===== src/rtl/calc_pkg.sv =====
// Shared types and constants for the calculator operand-entry path.
package calc_pkg;

  localparam int unsigned NUM_W = 4;
  localparam int unsigned KEY_W = 2;
  localparam int unsigned LED_W = 3;

  localparam int unsigned KEY_ENTER = 1;
  localparam int unsigned KEY_CLEAR = 0;

  localparam logic [LED_W-1:0] LED_OPA   = 3'b110;
  localparam logic [LED_W-1:0] LED_OPB   = 3'b101;
  localparam logic [LED_W-1:0] LED_READY = 3'b011;

  typedef enum logic [1:0] {
    S_OPA   = 2'd0,
    S_OPB   = 2'd1,
    S_READY = 2'd2
  } state_t;

  typedef struct packed {
    logic [NUM_W-1:0] a;
    logic [NUM_W-1:0] b;
  } operands_t;

  // Active-low stage LED pattern for a given entry state.
  function automatic logic [LED_W-1:0] led_for(input state_t s);
    case (s)
      S_OPB:   led_for = LED_OPB;
      S_READY: led_for = LED_READY;
      default: led_for = LED_OPA;
    endcase
  endfunction

endpackage


===== src/rtl/operand_entry_if.sv =====
// Pin and ALU-handshake bundle for operand_entry; master is the entry block.
interface operand_entry_if;
  import calc_pkg::*;

  logic [NUM_W-1:0] in_number;
  logic [KEY_W-1:0] key;
  logic [NUM_W-1:0] op_a;
  logic [NUM_W-1:0] op_b;
  logic             op_valid;
  logic             op_ack;
  logic [NUM_W-1:0] live_value;
  logic [LED_W-1:0] led;

  modport master (
    input  in_number, key, op_ack,
    output op_a, op_b, op_valid, live_value, led
  );

  modport slave (
    output in_number, key, op_ack,
    input  op_a, op_b, op_valid, live_value, led
  );
endinterface


===== src/rtl/operand_entry_key_debounce.sv =====
// key_debounce: synchroniser, stability counter and press pulse for one
// active-low key. Released level is 1; only a 1->0 accepted flip pulses.
module key_debounce #(
  parameter int unsigned DEBOUNCE_CYCLES = 500000,
  parameter int unsigned SYNC_STAGES     = 2
) (
  input  logic clk,
  input  logic rst,
  input  logic pin,
  output logic press
);

  localparam int unsigned CNT_W = $clog2(DEBOUNCE_CYCLES + 1);

  if (DEBOUNCE_CYCLES < 1) begin : g_chk_deb
    $error("DEBOUNCE_CYCLES must be at least 1");
  end
  if (SYNC_STAGES < 2) begin : g_chk_sync
    $error("SYNC_STAGES must be at least 2");
  end

  logic [SYNC_STAGES-1:0] sync_q;
  logic [CNT_W-1:0]       cnt_q;
  logic                   level_q;
  logic                   synced;

  assign synced = sync_q[SYNC_STAGES-1];

  // Counter only advances while the synced level disagrees; it never exceeds DEBOUNCE_CYCLES.
  always_ff @(posedge clk or posedge rst) begin
    if (rst) begin
      sync_q  <= '1;
      cnt_q   <= '0;
      level_q <= 1'b1;
      press   <= 1'b0;
    end else begin
      sync_q <= {sync_q[SYNC_STAGES-2:0], pin};
      press  <= 1'b0;
      if (synced == level_q) begin
        cnt_q <= '0;
      end else if (cnt_q == CNT_W'(DEBOUNCE_CYCLES)) begin
        level_q <= synced;
        cnt_q   <= '0;
        press   <= ~synced;
      end else begin
        cnt_q <= cnt_q + CNT_W'(1);
      end
    end
  end

endmodule


===== src/rtl/operand_entry.sv =====
// Operand entry: debounced ENTER/CLEAR keys capture operands A then B for the ALU.
// Optional S_OPB idle timeout enabled by defining OPERAND_ENTRY_TIMEOUT_EN.
module operand_entry
  import calc_pkg::*;
#(
  parameter int unsigned DEBOUNCE_CYCLES = 500000,
  parameter int unsigned SYNC_STAGES     = 2,
  parameter int unsigned TIMEOUT_CYCLES  = 250000000
) (
  input  logic                  clk,
  input  logic                  rst,
  operand_entry_if.master       bus
);

  if (TIMEOUT_CYCLES < 1) begin : g_chk_tmo
    $error("TIMEOUT_CYCLES must be at least 1");
  end

  logic [NUM_W-1:0] num_sync_q [SYNC_STAGES];
  logic [NUM_W-1:0] live_q;
  logic             enter_press;
  logic             clear_press;
  logic             tmo_hit_c;

  state_t           state_q, state_d;
  operands_t        ops_q, ops_d;
  logic             valid_q, valid_d;
  logic [LED_W-1:0] led_q;

  // Switch synchroniser; released (all ones) reads as live value 0.
  always_ff @(posedge clk or posedge rst) begin
    if (rst) begin
      for (int i = 0; i < int'(SYNC_STAGES); i++) num_sync_q[i] <= '1;
      live_q <= '0;
    end else begin
      num_sync_q[0] <= bus.in_number;
      for (int i = 1; i < int'(SYNC_STAGES); i++) num_sync_q[i] <= num_sync_q[i-1];
      live_q <= ~num_sync_q[SYNC_STAGES-1];
    end
  end

  key_debounce #(
    .DEBOUNCE_CYCLES (DEBOUNCE_CYCLES),
    .SYNC_STAGES     (SYNC_STAGES)
  ) u_enter (
    .clk   (clk),
    .rst   (rst),
    .pin   (bus.key[KEY_ENTER]),
    .press (enter_press)
  );

  key_debounce #(
    .DEBOUNCE_CYCLES (DEBOUNCE_CYCLES),
    .SYNC_STAGES     (SYNC_STAGES)
  ) u_clear (
    .clk   (clk),
    .rst   (rst),
    .pin   (bus.key[KEY_CLEAR]),
    .press (clear_press)
  );

`ifdef OPERAND_ENTRY_TIMEOUT_EN
  localparam int unsigned TMO_W = $clog2(TIMEOUT_CYCLES + 1);
  logic [TMO_W-1:0] tmo_q;

  // Idle counter lives only in S_OPB, so it is already zero on entry.
  always_ff @(posedge clk or posedge rst) begin
    if (rst) begin
      tmo_q <= '0;
    end else if (state_q != S_OPB || enter_press || clear_press) begin
      tmo_q <= '0;
    end else if (tmo_q != TMO_W'(TIMEOUT_CYCLES - 1)) begin
      tmo_q <= tmo_q + TMO_W'(1);
    end
  end

  assign tmo_hit_c = (state_q == S_OPB) && (tmo_q == TMO_W'(TIMEOUT_CYCLES - 1));
`else
  assign tmo_hit_c = 1'b0;
`endif

  always_ff @(posedge clk or posedge rst) begin
    if (rst) begin
      state_q <= S_OPA;
      ops_q   <= '0;
      valid_q <= 1'b0;
      led_q   <= LED_OPA;
    end else begin
      state_q <= state_d;
      ops_q   <= ops_d;
      valid_q <= valid_d;
      led_q   <= led_for(state_d);
    end
  end

  // CLEAR outranks ENTER, op_ack and timeout.
  always_comb begin
    state_d = state_q;
    ops_d   = ops_q;
    valid_d = valid_q;
    if (clear_press) begin
      state_d = S_OPA;
      ops_d   = '0;
      valid_d = 1'b0;
    end else begin
      case (state_q)
        S_OPA: begin
          if (enter_press) begin
            ops_d.a = live_q;
            state_d = S_OPB;
          end
        end
        S_OPB: begin
          if (enter_press) begin
            ops_d.b = live_q;
            valid_d = 1'b1;
            state_d = S_READY;
          end else if (tmo_hit_c) begin
            ops_d.a = '0;
            state_d = S_OPA;
          end
        end
        S_READY: begin
          if (bus.op_ack) begin
            valid_d = 1'b0;
            state_d = S_OPA;
          end
        end
        default: begin
          state_d = S_OPA;
          valid_d = 1'b0;
        end
      endcase
    end
  end

  assign bus.op_a       = ops_q.a;
  assign bus.op_b       = ops_q.b;
  assign bus.op_valid   = valid_q;
  assign bus.live_value = live_q;
  assign bus.led        = led_q;

endmodule

===== src/flat_wrapper.sv =====
// flat-port wrapper written by rule: the top's interface ports become plain ports
module operand_entry_flat import calc_pkg::*;
#(
  parameter int unsigned DEBOUNCE_CYCLES = 500000,
  parameter int unsigned SYNC_STAGES     = 2,
  parameter int unsigned TIMEOUT_CYCLES  = 250000000
)
  (clk, rst, bus_in_number, bus_key, bus_op_ack, bus_op_a, bus_op_b, bus_op_valid, bus_live_value, bus_led);
  operand_entry_if bus_i ();
  input  logic clk;
  input  logic rst;
  input wire logic [$bits(bus_i.in_number)-1:0] bus_in_number;
  input wire logic [$bits(bus_i.key)-1:0] bus_key;
  input wire logic [$bits(bus_i.op_ack)-1:0] bus_op_ack;
  output wire logic [$bits(bus_i.op_a)-1:0] bus_op_a;
  output wire logic [$bits(bus_i.op_b)-1:0] bus_op_b;
  output wire logic [$bits(bus_i.op_valid)-1:0] bus_op_valid;
  output wire logic [$bits(bus_i.live_value)-1:0] bus_live_value;
  output wire logic [$bits(bus_i.led)-1:0] bus_led;
  assign bus_i.in_number = bus_in_number;
  assign bus_i.key = bus_key;
  assign bus_i.op_ack = bus_op_ack;
  assign bus_op_a = bus_i.op_a;
  assign bus_op_b = bus_i.op_b;
  assign bus_op_valid = bus_i.op_valid;
  assign bus_live_value = bus_i.live_value;
  assign bus_led = bus_i.led;
  operand_entry #(.DEBOUNCE_CYCLES(DEBOUNCE_CYCLES), .SYNC_STAGES(SYNC_STAGES), .TIMEOUT_CYCLES(TIMEOUT_CYCLES)) u_core (.clk(clk), .rst(rst), .bus(bus_i));
endmodule

===== config.mk =====
export PLATFORM = sky130hd
export DESIGN_NAME = operand_entry_flat
export DESIGN_NICKNAME = d
export VERILOG_FILES = /design/src/rtl/calc_pkg.sv /design/src/rtl/operand_entry_if.sv /design/src/rtl/operand_entry_key_debounce.sv /design/src/rtl/operand_entry.sv /design/src/flat_wrapper.sv
export SDC_FILE = /design/constraint.sdc
export NUM_CORES = 1
export LEC_CHECK = 0
export CORE_MARGIN = 8
export CORE_UTILIZATION = 40
export CTS_BUF_LIST = sky130_fd_sc_hd__clkbuf_16
export DETAILED_ROUTE_END_ITERATION = 10
export GPL_TIMING_DRIVEN = 0
export PLACE_DENSITY = 0.66
export SETUP_SLACK_MARGIN = 0.4
export SYNTH_ARGS = -nofsm -noshare
export SYNTH_HDL_FRONTEND = slang
export SYNTH_HIERARCHICAL = 1
export SYNTH_SLANG_ARGS = --single-unit

===== constraint.sdc =====
create_clock -name clk -period 2.3 [get_ports clk]
set_clock_uncertainty 0.2 [all_clocks]
set_input_delay 0.46 -clock clk [delete_from_list [all_inputs] [get_ports clk]]
set_output_delay 0.46 -clock clk [all_outputs]
set_load 0.02 [all_outputs]

### Word-level counts from Yosys, hierarchy flattened

Index checks and enable logic that the tools add are counted.

* flip-flop bits (word level): 72
* bits of input ports: 9
* output and inout port bits: 16
* logic and storage cells: 65

* add/sub/neg operators: 2
* equal/unequal tests: 11
* mux-type cells: 22
* bitwise gates (word level): 5
* reduce and logical (&&, ||, !) cells: 9

Operator list (number)
* $mux 19: 4
* $add 19x1->19 const B: 2
* $eq 19x19->1 const B: 2
* $mux 4: 3
* $mux 2: 4
* $mux 8: 1
* $reduce_and 2->1: 4
* $mux 1: 7
* $ne 3x3->1 const B: 2
* $pmux 2 s3: 1
* $pmux 3 s2: 1
* $reduce_bool 2->1: 3
* $eq 2x1->1 const B: 2
* $eq 2x2->1 const B: 2
* $not 1->1: 4
* $not 4->4: 1
* $pmux 1 s3: 1
* $reduce_and 3->1: 1
* $eq 1x1->1: 2
* $logic_not 2->1: 1
* $ne 2x2->1 const B: 1

### Logic depth before layout (Yosys ltp)

* word-level depth: 5
* depth in mapped cells: 7
* gate-level depth less buffers: 6

### Cells and area by module

Netlist, hierarchy kept.

By module, submodules not included
* key_debounce at u_core.u_clear: instances 1, cells an instance 114, area each 1164.9 sq um, seq. area each 579.3 sq um
* key_debounce at u_core.u_enter: instances 1, cells an instance 109, area each 1151.1 sq um, seq. area each 579.3 sq um
* operand_entry: instances 1, cells an instance 71, area each 974.7 sq um, seq. area each 663.1 sq um

### Least setup slack after synthesis

Ideal clock, no wire load.

* path type: register to register
* start: register u_core.u_enter.cnt_q[0]
* end: register u_core.u_enter.level_q
* setup time: 82 ps
* arrival: 1538 ps
* required time: 2018 ps
* setup slack: 480 ps
* stages on the path, launching flop included: 7
* path buffers: 0
* period minus slack after synthesis: 1820 ps
* path through: dfrtp_1 inv_1 ha_1 nor4bb_1 nand2_1 or3_4 mux2_4

* word-level cells in the longest chain between the ends: 2

Ends and longest elaborated chain
* start, declared: line operand_entry_key_debounce.sv:23 `logic [CNT_W-1:0] cnt_q;`
* start signal, assigned: line operand_entry_key_debounce.sv:46 `cnt_q <= cnt_q + CNT_W'(1);`
* $eq 19x19->1: line operand_entry_key_debounce.sv:41 `end else if (cnt_q == CNT_W'(DEBOUNCE_CYCLES)) begin`
* $reduce_and 2->1 (no line)
* end signal, assigned: line operand_entry_key_debounce.sv:42 `level_q <= synced;`
* end, declared: line operand_entry_key_debounce.sv:24 `logic level_q;`

Every way passes these cells.
A chain may end at the register's enable or synchronous reset.

### Worst setup path after layout

Ends and elaborated chain as after synthesis.

==> results.toml <==
[layout]
fillers = 731
area_growth_pct = 24.6
layout.nets = 358
diodes = 0
drive_gt1_share_pct = 22.4
multi_input_area_sq_um = 1420
register_area_sq_um = 1820

[global_routing]
first_global_vias = 2410
grt_use_total_pct = 12.0
grt_start_max_net_pins = 27
grt_pass1_wl_um = 11000
grt-ovfl-total = 0
antenna_found_initial = 0

[power]
ir_worst_vdd_mv = 0.442
leakagePower_nw = 1.81
p_per_area_nw_per_um2 = 658

[synthesis]
yosysTopAreaCellShare_pct = 42.6
yosysUniqueCellTypes = 43
synth_edf_count = 0
synthCells = 294
ys_warn_count = 6
avgSynthCellArea_sq_um = 11.2
ys_top_cells_by_area = "dfrtp_1, dfstp_2, xnor2_1, nor2_1, xor2_1"
async_flop_share_pct = 100
synth_area_leader_cell = "dfrtp_1"
syn_area_sq_um = 3290
seq_area_frac_synth_pct = 55.4
yosys.cell_count.top_type = "dfrtp_1"
ys_top_cells_by_count = "dfrtp_1, nor2_1, inv_1"
yosys_register_bits = 72
synth_ff_type = "dfrtp_1"
syn_nets = 309

[die]
die_x_um = 107
start_util_pct = 40.7
dieArea_sq_um = 11400
num_rows = 33
ioPinCount = 25
die_h_um = 107
fp.coreArea_sq_um = 8090

[place]
globalplace.congestion = 0.796
detailed_place_hpwl_um = 4250
post-place-ws_ns = 0.216
io_buffers = 24

[worst_setup_path]
worst_path_largest_cell_delay_ns = 0.39
critPathTopFamily = "simple AND/OR/NAND/NOR gates"
path_class = "flop to flop"
slowest_stage = "dfrtp_1"
critPathLaunchType = "flop"
cp-end-kind = "flop"
critPathRequiredTime_ns = 2.36
cp_cell_sequence = "inv_1, ha_1, nor4bb_4, nand2_2, or3_4, mux2_4"
cp_data_arrival_time_ns = 1.92
crit_buf_inv = 1
critPathMaxFanout = 3

[clock_tree]
cts.htree.levels = 3
cts_buffers = 9
path_clk_slew_ns = 0.06
insertion_delay_ns = 0.33
cts_tree = "done"
ctsLongestPathBuffers = 2
cts_sinks = 72
cts-root-buf = "clkbuf_16"
ctsHoldBuffers = 0

[sta]
fmax_ghz = 0.537
period_share_pct = 80.9
finalMaxSlewViolations = 0
fin_setup_tns_ns = 0
worstMarginPinSlew_ns = 0.926
hold_violations = 0
setup_violations = 0
worst_slack_ns = 0.438
rsz0062_at_grt = "yes"
whs_ns = 0.155
fin_crit_ns = 1.86
maxSlewHeadroom_pct = 38.2

[min_path]
hp-class = "flop to flop"

[routing]
vias_per_cell = 5.14
drt_iter0_drc = 78
drc = 0
drtAntennaViolNets = 0
finalWirelength_um = 6350
wl_per_cell_um = 14.0
first_pass_iters = 5
dr_total_vias = 2330

[status]
status = "finished, final reports clean"

[run]
maxCapViolations = 0
==> through the flow <==
step	total power [W]	cells	instance area, sq um	util [%]
floorplan	0.00139	294	3290	-
global placement	0.00143	423	3660	45.3
detailed placement	0.00144	423	3660	45.3
CTS	0.00272	452	4030	49.8
global route	0.00280	453	4100	50.6
finish	0.00270	453	4100	50.6
==> metal layers <==
layer | GRT usage (%) | vias up | wire length, um
li1 | - | 1114 | -
met1 | 13.9 | 1156 | 2780
met2 | 19.3 | 52 | 3060
met3 | 4.08 | 8 | 401
met4 | 6.03 | 0 | 102
met5 | 0 | - | 0
==> cells by family (layout without fill, tap and decap cells) <==
logic type | count (synthesis) | in the layout | share of synthesized area, %
buffers and inverters | 26 | 80 | 3.57
and+or+nand+nor | 131 | 131 | 22.9
adders and majority gates | 6 | 6 | 2.28
DFF | 72 | 72 | 55.4
AOI/OAI and AO/OA | 18 | 18 | 4.45
muxes | 10 | 10 | 3.23
xor gates and xnor gates | 31 | 31 | 8.25
==> flip-flops by register name, summed over array words and instances, names as in the netlist <==
register                flops
u_core/u_clear/sync_q       2
u_core/u_enter/cnt_q       19
u_core/bus.op_valid         1
u_core/bus.live_value       4
u_core/bus.led              3
u_core/bus.op_a             4
u_core/u_enter/level_q      1
u_core/u_enter/sync_q       2
u_core/u_clear/cnt_q       19
u_core/u_enter/press        1
u_core/bus.op_b             4
u_core/u_clear/press        1
u_core/num_sync_q           8
u_core/u_clear/level_q      1
u_core/state_q              2
==> repair_timing <==
item	CTS	global route
setup buffers	12	1
endpoints found under the setup margin	47	40
gates cloned	1	0
pin swaps	3	3
resized for setup	22	12
hold endpoints to repair	0	0
==> area by class of cell <==
cell class	instances	share of cell area, %
inverters	21	1.92
multi-input cells	196	34.6
repair buffers	38	8.21
clock buffers	9	5.49
well taps	105	3.21
flip-flops and latches	72	44.5
clock inverters	7	1.16
plain buffers	5	0.946
==> placed cells by master, fill, tap and decap left out, types with 6 or more instances in the layout <==
| cell type | Yosys | final |
|---|---|---|
| nand3_1 | 12 | 11 |
| mux2i_1 | 8 | 8 |
| xnor2_1 | 20 | 20 |
| nand2_1 | 9 | 8 |
| xor2_1 | 11 | 11 |
| dfrtp_1 | 56 | 54 |
| buf_4 | 1 | 12 |
| clkbuf_16 | 0 | 9 |
| dfstp_2 | 16 | 16 |
| nand4_1 | 12 | 12 |
| nand2b_1 | 12 | 12 |
| clkdlybuf4s50_1 | 0 | 8 |
| nor3_1 | 6 | 6 |
| nor2_1 | 38 | 38 |
| nor4_1 | 12 | 8 |
| inv_1 | 21 | 22 |
| dlygate4sd2_1 | 0 | 16 |
==> where the power goes <==
group | internal (W) | leakage (nW) | switching [W] | total [W]
clock | 0.000728 | 0.137 | 0.000528 | 0.00126
sequential | 0.00130 | 0.933 | 0.0000156 | 0.00131
combinational | 0.0000566 | 0.737 | 0.0000692 | 0.000126
total | 0.00208 | 1.81 | 0.000613 | 0.00270
==> worst paths after layout <==
| check | startpoint | endpoint | slack (ns) | cells after the start |
|---|---|---|---|---|
| worst max-delay path | u_core/u_enter/cnt_q[0] | u_core/u_enter/level_q | 0.44 | 6 |
| worst min register to register | u_core/num_sync_q[6] | u_core/num_sync_q[2] | 0.15 | 0 |
| max in group asynchronous | rst | u_core/bus.led[0] | 0.79 | 2 |
| worst max register to register | u_core/u_enter/cnt_q[0] | u_core/u_enter/level_q | 0.44 | 6 |
| min in group asynchronous | rst | u_core/u_enter/cnt_q[1] | 0.51 | 2 |
| worst min-delay path | u_core/num_sync_q[6] | u_core/num_sync_q[2] | 0.15 | 0 |
No activity file was read; power rests on OpenSTA's default activity.
